==> config.mk <==
export PLATFORM = sky130hd
export DESIGN_NAME = fifo_sync_param
export DESIGN_NICKNAME = d
export VERILOG_FILES = /design/src/rtl/fifo_sync_param_pkg.sv /design/src/rtl/fifo_sync_param_storage.sv /design/src/rtl/fifo_sync_param.sv
export SDC_FILE = /design/constraint.sdc
export NUM_CORES = 1
export LEC_CHECK = 0
export CAP_MARGIN = 20
export CELL_PAD_IN_SITES_DETAIL_PLACEMENT = 1
export CELL_PAD_IN_SITES_GLOBAL_PLACEMENT = 1
export CORE_ASPECT_RATIO = 1.1
export CORE_MARGIN = 4
export CORE_UTILIZATION = 45
export CTS_CLUSTER_DIAMETER = 60
export DETAILED_ROUTE_END_ITERATION = 8
export GPL_TIMING_DRIVEN = 1
export PLACE_DENSITY = 0.73
export SYNTH_ARGS = -nofsm -noshare
export SYNTH_HDL_FRONTEND = slang
export SYNTH_SLANG_ARGS = --single-unit
==> constraint.sdc <==
create_clock -name clk -period 2.67 [get_ports clk]
set_input_delay 0.267 -clock clk [delete_from_list [all_inputs] [get_ports clk]]
set_output_delay 0.267 -clock clk [all_outputs]
set_load 0.05 [all_outputs]
==> src/rtl/fifo_sync_param_pkg.sv <==
// Shared definitions for the parametrised synchronous FIFO.
//   FIFO_WIDTH_DEF / FIFO_DEPTH_DEF : default data width and entry count
//   fifo_mode_t                     : read mode, standard (registered) or first-word-fall-through
//   cnt_w()                         : bits needed to hold an occupancy of 0..depth
package pack_FIFO;

   localparam int FIFO_WIDTH_DEF = 16;
   localparam int FIFO_DEPTH_DEF = 8;

   typedef enum logic {
      FIFO_STD  = 1'b0,
      FIFO_FWFT = 1'b1
   } fifo_mode_t;

   // Occupancy runs 0..depth inclusive, so one more state than the entry count.
   function automatic int cnt_w(input int depth);
      return $clog2(depth + 1);
   endfunction

endpackage

==> src/rtl/fifo_sync_param_storage.sv <==
// Register-array storage for fifo_sync_param.
//   clk   : write clock
//   we    : write enable, mem[waddr] <= wdata on the rising edge
//   waddr : write address (0..DEPTH-1)
//   wdata : write data
//   raddr : read address (0..DEPTH-1)
//   rdata : asynchronous read data, mem[raddr]
// No reset on the array: contents are only meaningful between the pointers.
module fifo_storage #(
   parameter int WIDTH = 16,
   parameter int DEPTH = 8,
   parameter int AW    = 3
) (
   input  logic             clk,
   input  logic             we,
   input  logic [AW-1:0]    waddr,
   input  logic [WIDTH-1:0] wdata,
   input  logic [AW-1:0]    raddr,
   output logic [WIDTH-1:0] rdata
);

   logic [WIDTH-1:0] mem [DEPTH];

   always_ff @(posedge clk) begin
      if (we) mem[waddr] <= wdata;
   end

   assign rdata = mem[raddr];

endmodule

==> src/rtl/fifo_sync_param.sv <==
// Parametrised single-clock FIFO with occupancy count, programmable
// almost-full/almost-empty thresholds, synchronous flush and selectable
// standard or first-word-fall-through read mode.
//   clk, rst     : clock, synchronous active-high reset
//   data_in      : write data, taken when wr_en && !full
//   wr_en, rd_en : write / read requests (rd_en is the pop acknowledge in FWFT)
//   flush        : synchronous clear of contents, below reset in priority
//   data_out     : STD: registered read data; FWFT: head word while !empty
//   rd_valid     : STD only, pulse marking a data_out update
//   count        : occupancy 0..FIFO_DEPTH
//   full, almostfull, empty, almostempty : decodes of registered count
//   overflow, underflow, wr_ack          : registered single-cycle pulses
module fifo_sync_param
   import pack_FIFO::*;
#(
   parameter int         FIFO_WIDTH = FIFO_WIDTH_DEF,
   parameter int         FIFO_DEPTH = FIFO_DEPTH_DEF,
   parameter int         AF_LEVEL   = FIFO_DEPTH - 2,
   parameter int         AE_LEVEL   = 2,
   parameter fifo_mode_t RD_MODE    = FIFO_STD
) (
   input  logic                             clk,
   input  logic                             rst,
   input  logic [FIFO_WIDTH-1:0]            data_in,
   input  logic                             wr_en,
   input  logic                             rd_en,
   input  logic                             flush,
   output logic [FIFO_WIDTH-1:0]            data_out,
   output logic                             rd_valid,
   output logic [cnt_w(FIFO_DEPTH)-1:0]     count,
   output logic                             full,
   output logic                             almostfull,
   output logic                             empty,
   output logic                             almostempty,
   output logic                             overflow,
   output logic                             underflow,
   output logic                             wr_ack
);

   localparam int CW = cnt_w(FIFO_DEPTH);
   localparam int AW = (FIFO_DEPTH > 1) ? $clog2(FIFO_DEPTH) : 1;

   if (FIFO_DEPTH < 4) begin : g_bad_depth
      $error("fifo_sync_param: FIFO_DEPTH=%0d must be >= 4", FIFO_DEPTH);
   end
   if (AF_LEVEL < 1 || AF_LEVEL > FIFO_DEPTH) begin : g_bad_af
      $error("fifo_sync_param: AF_LEVEL=%0d outside 1..%0d", AF_LEVEL, FIFO_DEPTH);
   end
   if (AE_LEVEL < 0 || AE_LEVEL > FIFO_DEPTH - 1) begin : g_bad_ae
      $error("fifo_sync_param: AE_LEVEL=%0d outside 0..%0d", AE_LEVEL, FIFO_DEPTH - 1);
   end

   logic [AW-1:0]         wr_ptr, rd_ptr, wr_ptr_nxt, rd_ptr_nxt;
   logic [FIFO_WIDTH-1:0] rd_data, dout_q;
   logic                  wr_acc, rd_acc, mem_we;

   // Status flags decode the registered count only.
   assign full        = (count == CW'(FIFO_DEPTH));
   assign empty       = (count == '0);
   assign almostfull  = (count >= CW'(AF_LEVEL));
   assign almostempty = (count <= CW'(AE_LEVEL));

   // Acceptance uses pre-edge state: a same-cycle read never frees a slot
   // for a write on a full FIFO, and a same-cycle write never feeds a read
   // on an empty one.
   assign wr_acc = wr_en && !full;
   assign rd_acc = rd_en && !empty;
   assign mem_we = wr_acc && !rst && !flush;

   // Depth need not be a power of two, so wrap explicitly.
   always_comb begin
      wr_ptr_nxt = (wr_ptr == AW'(FIFO_DEPTH - 1)) ? '0 : wr_ptr + AW'(1);
      rd_ptr_nxt = (rd_ptr == AW'(FIFO_DEPTH - 1)) ? '0 : rd_ptr + AW'(1);
   end

   fifo_storage #(
      .WIDTH (FIFO_WIDTH),
      .DEPTH (FIFO_DEPTH),
      .AW    (AW)
   ) u_storage (
      .clk   (clk),
      .we    (mem_we),
      .waddr (wr_ptr),
      .wdata (data_in),
      .raddr (rd_ptr),
      .rdata (rd_data)
   );

   always_ff @(posedge clk) begin
      if (rst) begin
         wr_ptr    <= '0;
         rd_ptr    <= '0;
         count     <= '0;
         dout_q    <= '0;
         rd_valid  <= 1'b0;
         wr_ack    <= 1'b0;
         overflow  <= 1'b0;
         underflow <= 1'b0;
      end else if (flush) begin
         // data_out deliberately holds across a flush.
         wr_ptr    <= '0;
         rd_ptr    <= '0;
         count     <= '0;
         rd_valid  <= 1'b0;
         wr_ack    <= 1'b0;
         overflow  <= 1'b0;
         underflow <= 1'b0;
      end else begin
         if (wr_acc) wr_ptr <= wr_ptr_nxt;
         if (rd_acc) rd_ptr <= rd_ptr_nxt;
         if (wr_acc && !rd_acc)      count <= count + CW'(1);
         else if (rd_acc && !wr_acc) count <= count - CW'(1);
         if (RD_MODE == FIFO_STD && rd_acc) dout_q <= rd_data;
         rd_valid  <= (RD_MODE == FIFO_STD) && rd_acc;
         wr_ack    <= wr_acc;
         overflow  <= wr_en && full;
         underflow <= rd_en && empty;
      end
   end

   // FWFT shows the head word straight from the array; while empty it
   // falls back to the (reset-cleared) register so the output stays defined.
   assign data_out = (RD_MODE == FIFO_FWFT && !empty) ? rd_data : dout_q;

endmodule

# Word-level counts from Yosys, hierarchy flattened
# Memories as Yosys holds them, arrays and structs flattened. A register that Yosys moved wholly into a read port is not among the register bits.
# Cells that the tools add are included.
# W data, S select, Z words.
# classes
add_sub_neg,4
order_cmp,2
eq_ne,3
mux,6
bitwise,1
n_reduce_logical,18
# op_table
operator,count
$logic_and A1 B1 Y1,8
$mux W4,2
$add A3 B1 Y3 const B,2
$eq A3 B3 Y1 const B,2
$logic_not A1 Y1,6
$mux W3,2
$add A4 B1 Y4 const B,1
$eq A4 B4 Y1 const B,1
$ge A4 B3 Y1 const B,1
$le A4 B2 Y1 const B,1
$logic_not A4 Y1,1
$sub A4 B1 Y4 const B,1
$mux W1,2
$reduce_and A2 Y1,1
$reduce_bool A2 Y1,1
$reduce_or A2 Y1,1
$not A1 Y1,1
# totals
reg_bits,14
ramBits,128
input_bits,21
wordCells,42
mem_count,1
# memory_table
name,words,width,read_ports,rd_clocked_by_memory_dff,wr,line_no,rtl
u_storage.mem,8,16,1,1,1,fifo_sync_param_storage.sv:22,logic [WIDTH-1:0] mem [DEPTH];

# Logic depth before layout (Yosys ltp)
# Gate-level depths: netlist of run 1.
# depth
ltp_word,7
ltp_mapped,10
mapped_depth_nobuf,10

# Cells and area by module
# A second synthesis of run 1 with hierarchy kept.
# hier_totals
hier_cells,342
hier_area_um2,6263.5
# modules_own_cells
mod,instances,cells_per_inst,area_each_um2,seq_area_each_um2
fifo_storage,1,198,4973.5,3843.7
fifo_sync_param,1,144,1290.0,600.6

# Worst setup path before layout of run 1
# Ideal clock, no wire load.
# synth_path
kind,reg2reg
startpoint,register count[0]
endpoint,memory u_storage.mem[1][0] (enable)
setup_time_ns,0.409
arrival_ns,2.480
required_ns,2.261
slack_ns,-0.219
path_stages_with_launch,6
path_buffers,0
synth_period_minus_slack_ns,2.889
cell_sequence,dfxtp_1 or4b_1 nand2_1 inv_2 nand3_1 nor3_1
# synth_via
elab_chain_cells,7
# synth_lines
item,line_no,rtl
"start, declared",fifo_sync_param.sv:30,"output logic [cnt_w(FIFO_DEPTH)-1:0] count,"
"start signal, assigned",fifo_sync_param.sv:111,if (wr_acc && !rd_acc) count <= count + CW'(1);
"start signal, assigned",fifo_sync_param.sv:112,else if (rd_acc && !wr_acc) count <= count - CW'(1);
$eq A4 B4 Y1,fifo_sync_param.sv:58,assign full = (count == CW'(FIFO_DEPTH));
$logic_not A1 Y1,fifo_sync_param.sv:66,assign wr_acc = wr_en && !full;
$logic_and A1 B1 Y1,fifo_sync_param.sv:66,
named net wr_acc,fifo_sync_param.sv:55,"logic wr_acc, rd_acc, mem_we;"
$logic_and A1 B1 Y1 (2 in series),fifo_sync_param.sv:68,assign mem_we = wr_acc && !rst && !flush;
$mux W1,fifo_sync_param_storage.sv:25,if (we) mem[waddr] <= wdata;
$mux W1 (not written as such),fifo_sync_param_storage.sv:25,
"end, declared",fifo_sync_param_storage.sv:22,
# The timed path passes the listed nets, and every way through them passes these cells.

# Worst setup path after layout of run 1
# layout_path
startpoint,register count[3]
endpoint,output port full
# layout_via
elab_chain_cells,1
# layout_lines
item,line_no,rtl
$eq A4 B4 Y1,fifo_sync_param.sv:58,
"end, declared",fifo_sync_param.sv:31,"output logic full,"
# No other way between the ends.

==> metrics.cfg, run 1 <==
[detailed_routing]
viasPerCell = 5.55
via_count = 3095
ant_nets = 0
wire_per_inst_um = 21.8
first_pass_iters = 5
routed_wl_mm = 12.2
route.detailed.drc = 0
drt-initial-drc-count = 199

[sta]
period_share = 0.943
rsz0062_at_grt = no
clock_skew_ns = 0.0175
setup_tns_ns = 0
drv_slew = 0
maxSlewHeadroom = 0.604
tightest_slew_ns = 0.592
hold_violations = 0
period_minus_slack_ns = 2.52
fmax_mhz = 397
setup_viol = 0

[die]
design.die.area_sq_mm = 0.0153
pin_count = 49
start_util = 0.458
fp.dieW_um = 118
core_area_sq_mm = 0.0132
row_count = 44
die_h_um = 129

[clock_tree]
cts_tree = built
cts.sinks = 158
clockBufferDepth = 2
cts_hold_buf = 0
clkTransAtPathRegs_ns = 0.06
clock_latency_ns = 0.43
cts.repair.resized = 0
numCtsBuffers = 17
cts-root-buf = clkbuf_16
post_cts_buffers = 0
cts_max_level = 4

[synthesis]
synth.area.top_cells = edfxtp_1, mux4_2, dfxtp_1, a221o_1, nor2b_1
postSynthAreaPerCell_sq_um = 19.4
synthTopCellsByCount = edfxtp_1, mux4_2, dfxtp_1
synthArstFlopShare = 0
synth_fp_nets = 340
yosysWarningCount = 0
yosysTopAreaCellShare = 0.638
syn_area_sq_mm = 0.00603
yosys.area.top_type = edfxtp_1
yosysSeqAreaShare = 0.737
ys.flop_type = edfxtp_1
synth_edf_count = 128
synth_seq_cells = 158
synth.most_common_cell = edfxtp_1
ys_types = 39
synthCells = 311

[global_route]
grt_usage = 0.176
overflow = 0
antenna_found_initial = 0
grt_max_degree = 36
grt_pass1_wl_mm = 19.5
grt_pass1_vias = 3471

[power]
p_per_area_mw_per_mm2 = 790
ir_worst_vdd_mv = 0.505
p_leak_nw = 2.44

[run_status]
status = finished, final reports clean

[finish]
area_delta_synth_final_pct = 23.3
final_area_sq_mm = 0.00743
diodes = 0
nNetsFinal = 413
drive_gt1_frac = 0.247
final_cells = 558
final_core_util = 0.565

[placed_design]
hpwl_mm = 7.35
place_area_sq_mm = 0.00680
port_buffers = 48
dp_cells = 526
gp_congestion = 0.726

[setup_path]
critPathLaunchType = register
required_ns = 2.40
path_max_fanout = 8
crit_path_end_kind = output port
worstSetupPathType = register to output port
cp.arrival_ns = 2.25

[worst_hold_path]
min_path_type = register to register

[run]
maxCapViolCount = 0

-- flip-flops by register name, indices dropped and copies added (netlist names) --
register and flops:
data_out 16, wr_ack 1, count 4, underflow 1, rd_valid 1, overflow 1
rd_ptr 3, wr_ptr 3, u_storage.mem 128
-- where the power goes --
group | internal (mW) | leakage, nW | switching [mW] | total (mW)
registers | 2.71 | 1.40 | 0.0256 | 2.73
logic | 0.273 | 0.762 | 0.409 | 0.683
clock network | 1.55 | 0.286 | 0.897 | 2.45
-- through the flow --
| step | hold slack (ns) | setup WS [ns] | total power, mW |
|---|---|---|---|
| floorplan | 0.366 | 0.0191 | 3.23 |
| global placement | 0.467 | 0.230 | 3.45 |
| detailed placement | 0.469 | 0.0701 | 3.46 |
| CTS | 0.470 | 0.0137 | 5.91 |
| global route | 0.505 | 0.0321 | 6.11 |
| finish | 0.480 | 0.153 | 5.87 |
-- cells by family after synthesis --
logic type | Yosys count | share of synthesized area
multiplexers | 33 | 0.121
adder cells (fa/ha/maj) | 8 | 0.0179
buffers and inverters | 17 | 0.0176
AND/OR/NAND/NOR | 63 | 0.0602
flip-flops | 158 | 0.737
AO/OA/AOI/OAI | 30 | 0.0428
XOR/XNOR | 2 | 0.00291
-- critical path: stages (launching register included) --
cell and delay [ns]:
dfxtp_2 0.41, or4b_1 0.51, inv_1 0.10, clkdlybuf4s50_1 0.80
-- routing by layer --
layer / wire [um] / vias up / track usage / share of wire
met5: 0 / - / 0 / 0
met4: 125 / 0 / 0.0641 / 0.010
met3: 618 / 10 / 0.0629 / 0.051
met2: 6270 / 70 / 0.299 / 0.51
met1: 5180 / 1614 / 0.210 / 0.42
li1: - / 1401 / - / -
-- layout make-up --
cell class	count	area, sq um
well taps	161	201
clock buffers	20	437
inverters	4	20.0
repair buffers	67	651
clock inverters	12	170
flip-flops and latches	158	4450
fillers	1166	5730
multi-input cells	136	1510
-- final timing paths --
check	startpoint	to	slack (ns)	cells after the start
worst min register to register	rd_ptr[1]$_SDFFE_PP0P_	rd_ptr[1]$_SDFFE_PP0P_	0.48	2
worst max register to register	count[3]$_SDFFE_PP0P_	count[3]$_SDFFE_PP0P_	0.17	10
worst min-delay path	rd_ptr[1]$_SDFFE_PP0P_	rd_ptr[1]$_SDFFE_PP0P_	0.48	2
worst max-delay path	count[3]$_SDFFE_PP0P_	full	0.15	3
-- cell usage in the layout (no fill, tap or decap), types with 7 or more instances in the layout --
cell	synthesis	layout
clkdlybuf4s50_1	0	47
nor2_1	16	16
nand2_1	9	8
clkbuf_16	0	17
edfxtp_1	128	128
dfxtp_1	30	28
a221o_1	16	16
a21oi_1	8	7
nor2b_1	16	16
mux4_2	32	32
buf_4	2	17
No activity file was read; power rests on OpenSTA's default activity.
==> run 2, diff against run 1 <==
- HOLD_SLACK_MARGIN: unset -> 0.12
- PLACE_DENSITY: 0.73 -> 0.85
==> metrics.cfg, run 2 (synthesized netlist as in run 1, its figures left out) <==
[run_status]
status = finished, final reports clean  ; unchanged

[setup_path]
required_ns = 3.04  ; was 2.40 ns
crit_slowest_cell = or4b_4  ; was clkdlybuf4s50_1
crit_path_end_kind = register  ; was output port
worstSetupPathType = register to register  ; was register to output port
cp.arrival_ns = 2.92  ; was 2.25 ns
cpMostUsedCell = ha_1
critPathLaunchType = register  ; unchanged
cpPeakStageDelay_ns = 0.51  ; was 0.80 ns
path_cells = or4b_4 -> nand2_2 -> inv_2 -> ha_1 -> inv_1 -> ha_1 -> a21oi_2 -> nand3_1 -> a211oi_1 -> a31o_2  ; was or4b_1 -> inv_1 -> clkdlybuf4s50_1
critPathTopFamily = simple AND/OR/NAND/NOR gates  ; was buffers and inverters
path_max_fanout = 8  ; unchanged
path_buf_inv = 2  ; unchanged

[detailed_routing]
via_count = 3178  ; was 3095
ant_nets = 0  ; unchanged
wire_per_inst_um = 24.5  ; was 21.8 um
viasPerCell = 5.65  ; was 5.55
met2_length_mm = 7.46  ; was 6.27 mm
routed_wl_mm = 13.8  ; was 12.2 mm
first_pass_iters = 4  ; was 5
route.detailed.drc = 0  ; unchanged
highest_layer = met4  ; unchanged
met1Wirelength_mm = 5.17  ; was 5.18 mm
wl_met3_um = 914  ; was 618 um
drt-initial-drc-count = 248  ; was 199

[die]
row_count = 44  ; unchanged
start_util = 0.458  ; unchanged
die_h_um = 129  ; unchanged
design.die.area_sq_mm = 0.0153  ; unchanged
pin_count = 49  ; unchanged
fp.dieW_um = 118  ; unchanged
core_area_sq_mm = 0.0132  ; unchanged

[finish]
regArea_sq_mm = 0.00445  ; about the same
largest_reg_flops = 128  ; unchanged
multiInputGateArea_sq_mm = 0.00151  ; about the same
nFillCells = 1141  ; was 1166
drive_gt1_frac = 0.254  ; was 0.247
top_register = u_storage.mem  ; unchanged
final_cells = 562  ; was 558
diodes = 0  ; unchanged
final_common_cell = edfxtp_1  ; unchanged
nNetsFinal = 417  ; was 413
layout_common_cells = edfxtp_1, clkdlybuf4s50_1, mux4_2  ; unchanged
area_delta_synth_final_pct = 24.8  ; was 23.3%

[global_route]
grt_max_degree = 33  ; was 36
grt_pass1_vias = 3666  ; was 3471
antenna_found_initial = 0  ; unchanged
overflow = 0  ; unchanged
grt_usage = 0.194  ; was 0.176
grt_pass1_wl_mm = 21.5  ; was 19.5 mm

[sta]
setup_tns_ns = 0  ; unchanged
rsz0062_at_grt = no  ; unchanged
setup_viol = 0  ; unchanged
fmax_mhz = 392  ; was 397 MHz
period_minus_slack_ns = 2.55  ; was 2.52 ns
hold_violations = 0  ; unchanged
maxSlewHeadroom = 0.609  ; was 0.604
clock_skew_ns = 0.0138  ; was 0.0175 ns
tightest_slew_ns = 0.585  ; was 0.592 ns
drv_slew = 0  ; unchanged
period_share = 0.954  ; was 0.943

[power]
ir_worst_vdd_mv = 0.434  ; was 0.505 mV
p_leak_nw = 2.52  ; was 2.44 nW
p_per_area_mw_per_mm2 = 806  ; was 790 mW/mm^2

[clock_tree]
cts_tree = built  ; unchanged
cts.sinks = 158  ; unchanged
cts-root-buf = clkbuf_16  ; unchanged
numCtsBuffers = 17  ; unchanged
cts_max_level = 4  ; unchanged
cts_hold_buf = 0  ; unchanged
clockBufferDepth = 2  ; unchanged
clock_latency_ns = 0.42  ; was 0.43 ns
post_cts_buffers = 0  ; unchanged
clkTransAtPathRegs_ns = 0.06  ; about the same

[placed_design]
port_buffers = 48  ; unchanged
hpwl_mm = 8.81  ; was 7.35 mm
gp_congestion = 0.751  ; was 0.726
dp_cells = 530  ; was 526

[worst_hold_path]
min_path_type = register to register  ; unchanged

[run]
maxCapViolCount = 0  ; unchanged

[run 2: through the flow]
stage	setup WS, ns	utilization	hold WS [ns]	power [mW]	instance area, sq um
2_1_floorplan	0.0191	-	0.366	3.23	6040
3_3_place_gp	0.182	0.518	0.466	3.44	6820
3_5_place_dp	0.00120	0.518	0.475	3.47	6820
4_1_cts	0.000287	0.571	0.473	6.11	7510
5_1_grt	0.0136	0.572	0.514	6.28	7520
6_report	0.122	0.572	0.482	6.06	7520
[run 2: final timing paths]
path	from	to	slack [ns]	cells after the start
setup / recovery	count[3]$_SDFFE_PP0P_	count[3]$_SDFFE_PP0P_	0.12	10
hold / removal	data_out[8]$_SDFFE_PP0P_	data_out[8]$_SDFFE_PP0P_	0.48	1
setup reg to reg	count[3]$_SDFFE_PP0P_	count[3]$_SDFFE_PP0P_	0.12	10
hold reg to reg	data_out[8]$_SDFFE_PP0P_	data_out[8]$_SDFFE_PP0P_	0.48	1
[run 2: layout make-up]
type / count / share of cell area
tap: 161 / 0.0268
clock inverter: 3 / 0.00632
multi-input combinational: 136 / 0.200
sequential: 158 / 0.591
inverter: 4 / 0.00266
clock buffer: 29 / 0.0837
timing repair buffer: 71 / 0.0888
[run 2: power breakdown]
part	internal, mW	leakage, nW	switching [mW]
registers	2.71	1.40	0.0429
logic	0.272	0.789	0.410
clock network	1.71	0.330	0.924
total	4.69	2.52	1.38
[run 2: what timing repair did]
action	4_1_cts	5_1_grt
cloned	0	0
gates resized for setup	1	5
setup endpoints to repair	1	2
[run 2: per-layer routing]
metal  GRT usage  vias to the layer above
li1            -                     1405
met1       0.221                     1640
met2       0.351                      114
met3      0.0541                       19
met4      0.0745                        0
met5           0                        -
[run 2: worst register-to-register path: cells and delay by family (launching register included)]
| family | cells | cell delay [ns] |
|---|---|---|
| and+or+nand+nor | 3 | 0.76 |
| adders and majority gates | 2 | 0.52 |
| buffers and inverters | 2 | 0.22 |
| AOI/OAI and AO/OA | 3 | 0.57 |
| DFF | 1 | 0.43 |
==> run 3, diff against run 2 <==
- RECOVER_POWER: unset -> 100
- SYNTH_HIERARCHICAL: unset -> 1
==> metrics.cfg, run 3 <==
[global_route]
antenna_found_initial = 0  ; unchanged
grt_usage = 0.195  ; was 0.194
grt_max_degree = 35  ; was 33
overflow = 0  ; unchanged
grt_pass1_wl_mm = 22.2  ; was 21.5 mm
grt_pass1_vias = 3645  ; was 3666

[detailed_routing]
viasPerCell = 5.65  ; about the same
ant_nets = 0  ; unchanged
drt-initial-drc-count = 289  ; was 248
route.detailed.drc = 0  ; unchanged
via_count = 3413  ; was 3178
wire_per_inst_um = 24.1  ; was 24.5 um
first_pass_iters = 5  ; was 4
routed_wl_mm = 14.6  ; was 13.8 mm

[sta]
rsz0062_at_grt = no  ; unchanged
maxSlewHeadroom = 0.243  ; was 0.609
period_share = 0.919  ; was 0.954
tightest_slew_ns = 1.14  ; was 0.585 ns
setup_tns_ns = 0  ; unchanged
period_minus_slack_ns = 2.45  ; was 2.55 ns
setup_viol = 0  ; unchanged
fmax_mhz = 407  ; was 392 MHz
hold_violations = 0  ; unchanged
clock_skew_ns = 0.00922  ; was 0.0138 ns
drv_slew = 0  ; unchanged

[run]
maxCapViolCount = 0  ; unchanged

[clock_tree]
cts_max_level = 4  ; unchanged
cts_hold_buf = 0  ; unchanged
cts_tree = built  ; unchanged
clockBufferDepth = 2  ; unchanged
numCtsBuffers = 17  ; unchanged
cts.sinks = 158  ; unchanged
post_cts_buffers = 0  ; unchanged
clock_latency_ns = 0.43  ; was 0.42 ns
cts-root-buf = clkbuf_16  ; unchanged
clkTransAtPathRegs_ns = 0.06  ; about the same
cts.repair.resized = 0  ; was 1

[setup_path]
critPathLaunchType = register  ; unchanged
path_cells = o41ai_4 -> clkbuf_1 -> o21ai_0 -> a21oi_1  ; was or4b_4 -> nand2_2 -> inv_2 -> ha_1 -> inv_1 -> ha_1 -> a21oi_2 -> nand3_1 -> a211oi_1 -> a31o_2
path_max_fanout = 23  ; was 8
crit_slowest_cell = clkbuf_1  ; was or4b_4
cp.arrival_ns = 2.78  ; was 2.92 ns
cpPeakStageDelay_ns = 0.89  ; was 0.51 ns
crit_path_end_kind = register  ; unchanged
worstSetupPathType = register to register  ; unchanged
required_ns = 3.00  ; was 3.04 ns

[synthesis]
ys_types = 40  ; was 39
syn_area_sq_mm = 0.00626  ; was 0.00603 sq mm
synth_edf_count = 128  ; unchanged
yosysSeqAreaShare = 0.710  ; was 0.737
yosys.area.top_type = edfxtp_1  ; unchanged
synthTopCellsByCount = edfxtp_1, dfxtp_1, mux4_1  ; was edfxtp_1, mux4_2, dfxtp_1
synth.most_common_cell = edfxtp_1  ; unchanged
synth_seq_cells = 158  ; unchanged
synthCells = 342  ; was 311
yosysTopAreaCellShare = 0.614  ; was 0.638
postSynthAreaPerCell_sq_um = 18.3  ; was 19.4 sq um
synth_fp_nets = 371  ; was 340
synth.area.top_cells = edfxtp_1, mux4_1, dfxtp_1, mux2_2, a21oi_1  ; was edfxtp_1, mux4_2, dfxtp_1, a221o_1, nor2b_1
yosysWarningCount = 6  ; was 0
synthArstFlopShare = 0  ; unchanged
ys.flop_type = edfxtp_1  ; unchanged

[finish]
regArea_sq_mm = 0.00446  ; was 0.00445 sq mm
largest_reg_flops = 128  ; unchanged
area_delta_synth_final_pct = 22.8  ; was 24.8%
nNetsFinal = 436  ; was 417
layout_common_cells = edfxtp_1, dlygate4sd3_1, mux4_1  ; was edfxtp_1, clkdlybuf4s50_1, mux4_2
nFillCells = 1240  ; was 1141
final_cells = 604  ; was 562
final_common_cell = edfxtp_1  ; unchanged
diodes = 0  ; unchanged
top_register = u_storage/mem  ; was u_storage.mem
multiInputGateArea_sq_mm = 0.00174  ; was 0.00151 sq mm
drive_gt1_frac = 0.193  ; was 0.254

[placed_design]
gp_congestion = 0.739  ; was 0.751
hpwl_mm = 8.52  ; was 8.81 mm
dp_cells = 572  ; was 530
port_buffers = 48  ; unchanged

[power]
p_per_area_mw_per_mm2 = 791  ; was 806 mW/mm^2
ir_worst_vdd_mv = 0.539  ; was 0.434 mV
p_leak_nw = 2.62  ; was 2.52 nW

[worst_hold_path]
min_path_type = register to register  ; unchanged

[run_status]
status = finished, final reports clean  ; unchanged

[die]
start_util = 0.466  ; was 0.458
fp.dieW_um = 120  ; was 118 um
pin_count = 49  ; unchanged
row_count = 44  ; unchanged
core_area_sq_mm = 0.0134  ; was 0.0132 sq mm
die_h_um = 132  ; was 129 um
design.die.area_sq_mm = 0.0159  ; was 0.0153 sq mm

[run 3: layout make-up]
| cell class | instances | share of cell area |
|---|---|---|
| Multi-Input combinational cell | 163 | 0.226 |
| Tap cell | 184 | 0.0299 |
| Clock buffer | 21 | 0.0599 |
| Sequential cell | 158 | 0.580 |
| Timing Repair Buffer | 65 | 0.0786 |
| Inverter | 2 | 0.00130 |
| Clock inverter | 11 | 0.0246 |
[run 3: stage by stage]
step | utilization | cell area (sq um) | setup slack [ns] | hold WS [ns] | power [mW]
final | 0.573 | 7690 | 0.216 | 0.476 | 6.09
after global routing | 0.573 | 7690 | 0.114 | 0.492 | 6.29
after CTS | 0.576 | 7740 | 0.255 | 0.478 | 6.17
after detailed placement | 0.528 | 7090 | 0.376 | 0.469 | 3.51
after global placement | 0.528 | 7090 | 0.450 | 0.462 | 3.48
after floorplan | - | 6340 | -0.0360 | 0.366 | 3.27
[run 3: path summary, 6_finish.rpt]
path | start | end | slack, ns | depth (start not counted)
hold reg to reg | data_out[15]$_SDFFE_PP0P_ | data_out[15]$_SDFFE_PP0P_ | 0.48 | 2
setup / recovery | count[0]$_SDFFE_PP0P_ | data_out[8]$_SDFFE_PP0P_ | 0.22 | 4
setup reg to reg | count[0]$_SDFFE_PP0P_ | data_out[8]$_SDFFE_PP0P_ | 0.22 | 4
hold / removal | data_out[15]$_SDFFE_PP0P_ | data_out[15]$_SDFFE_PP0P_ | 0.48 | 2
[run 3: power breakdown]
part / internal, mW / leakage, nW / switching, mW / total, mW
Sequential: 2.71 / 1.40 / 0.0569 / 2.77
Clock: 1.70 / 0.313 / 0.943 / 2.65
Combinational: 0.256 / 0.908 / 0.417 / 0.674
Total: 4.67 / 2.62 / 1.42 / 6.09
[run 3: layer usage]
metal  wire length, um  GRT usage
met1              6030      0.250
met2              7430      0.317
met3               806     0.0532
met4               306     0.0749
met5                 0          0
[run 3: logic make-up after synthesis]
group           Yosys count  synth area share
mux                      51             0.165
flops                   158             0.710
buf+inv                  21            0.0202
simple gates             58            0.0438
fa+ha+maj                 8            0.0172
xor+xnor                  2           0.00280
compound gates           44            0.0412
[run 3: critical path: cells and delay by family, from the launching register on]
family / cells / cell delay, ns
DFF: 1 / 0.41
AOI/OAI and AO/OA: 3 / 1.07
buffers and inverters: 1 / 0.89
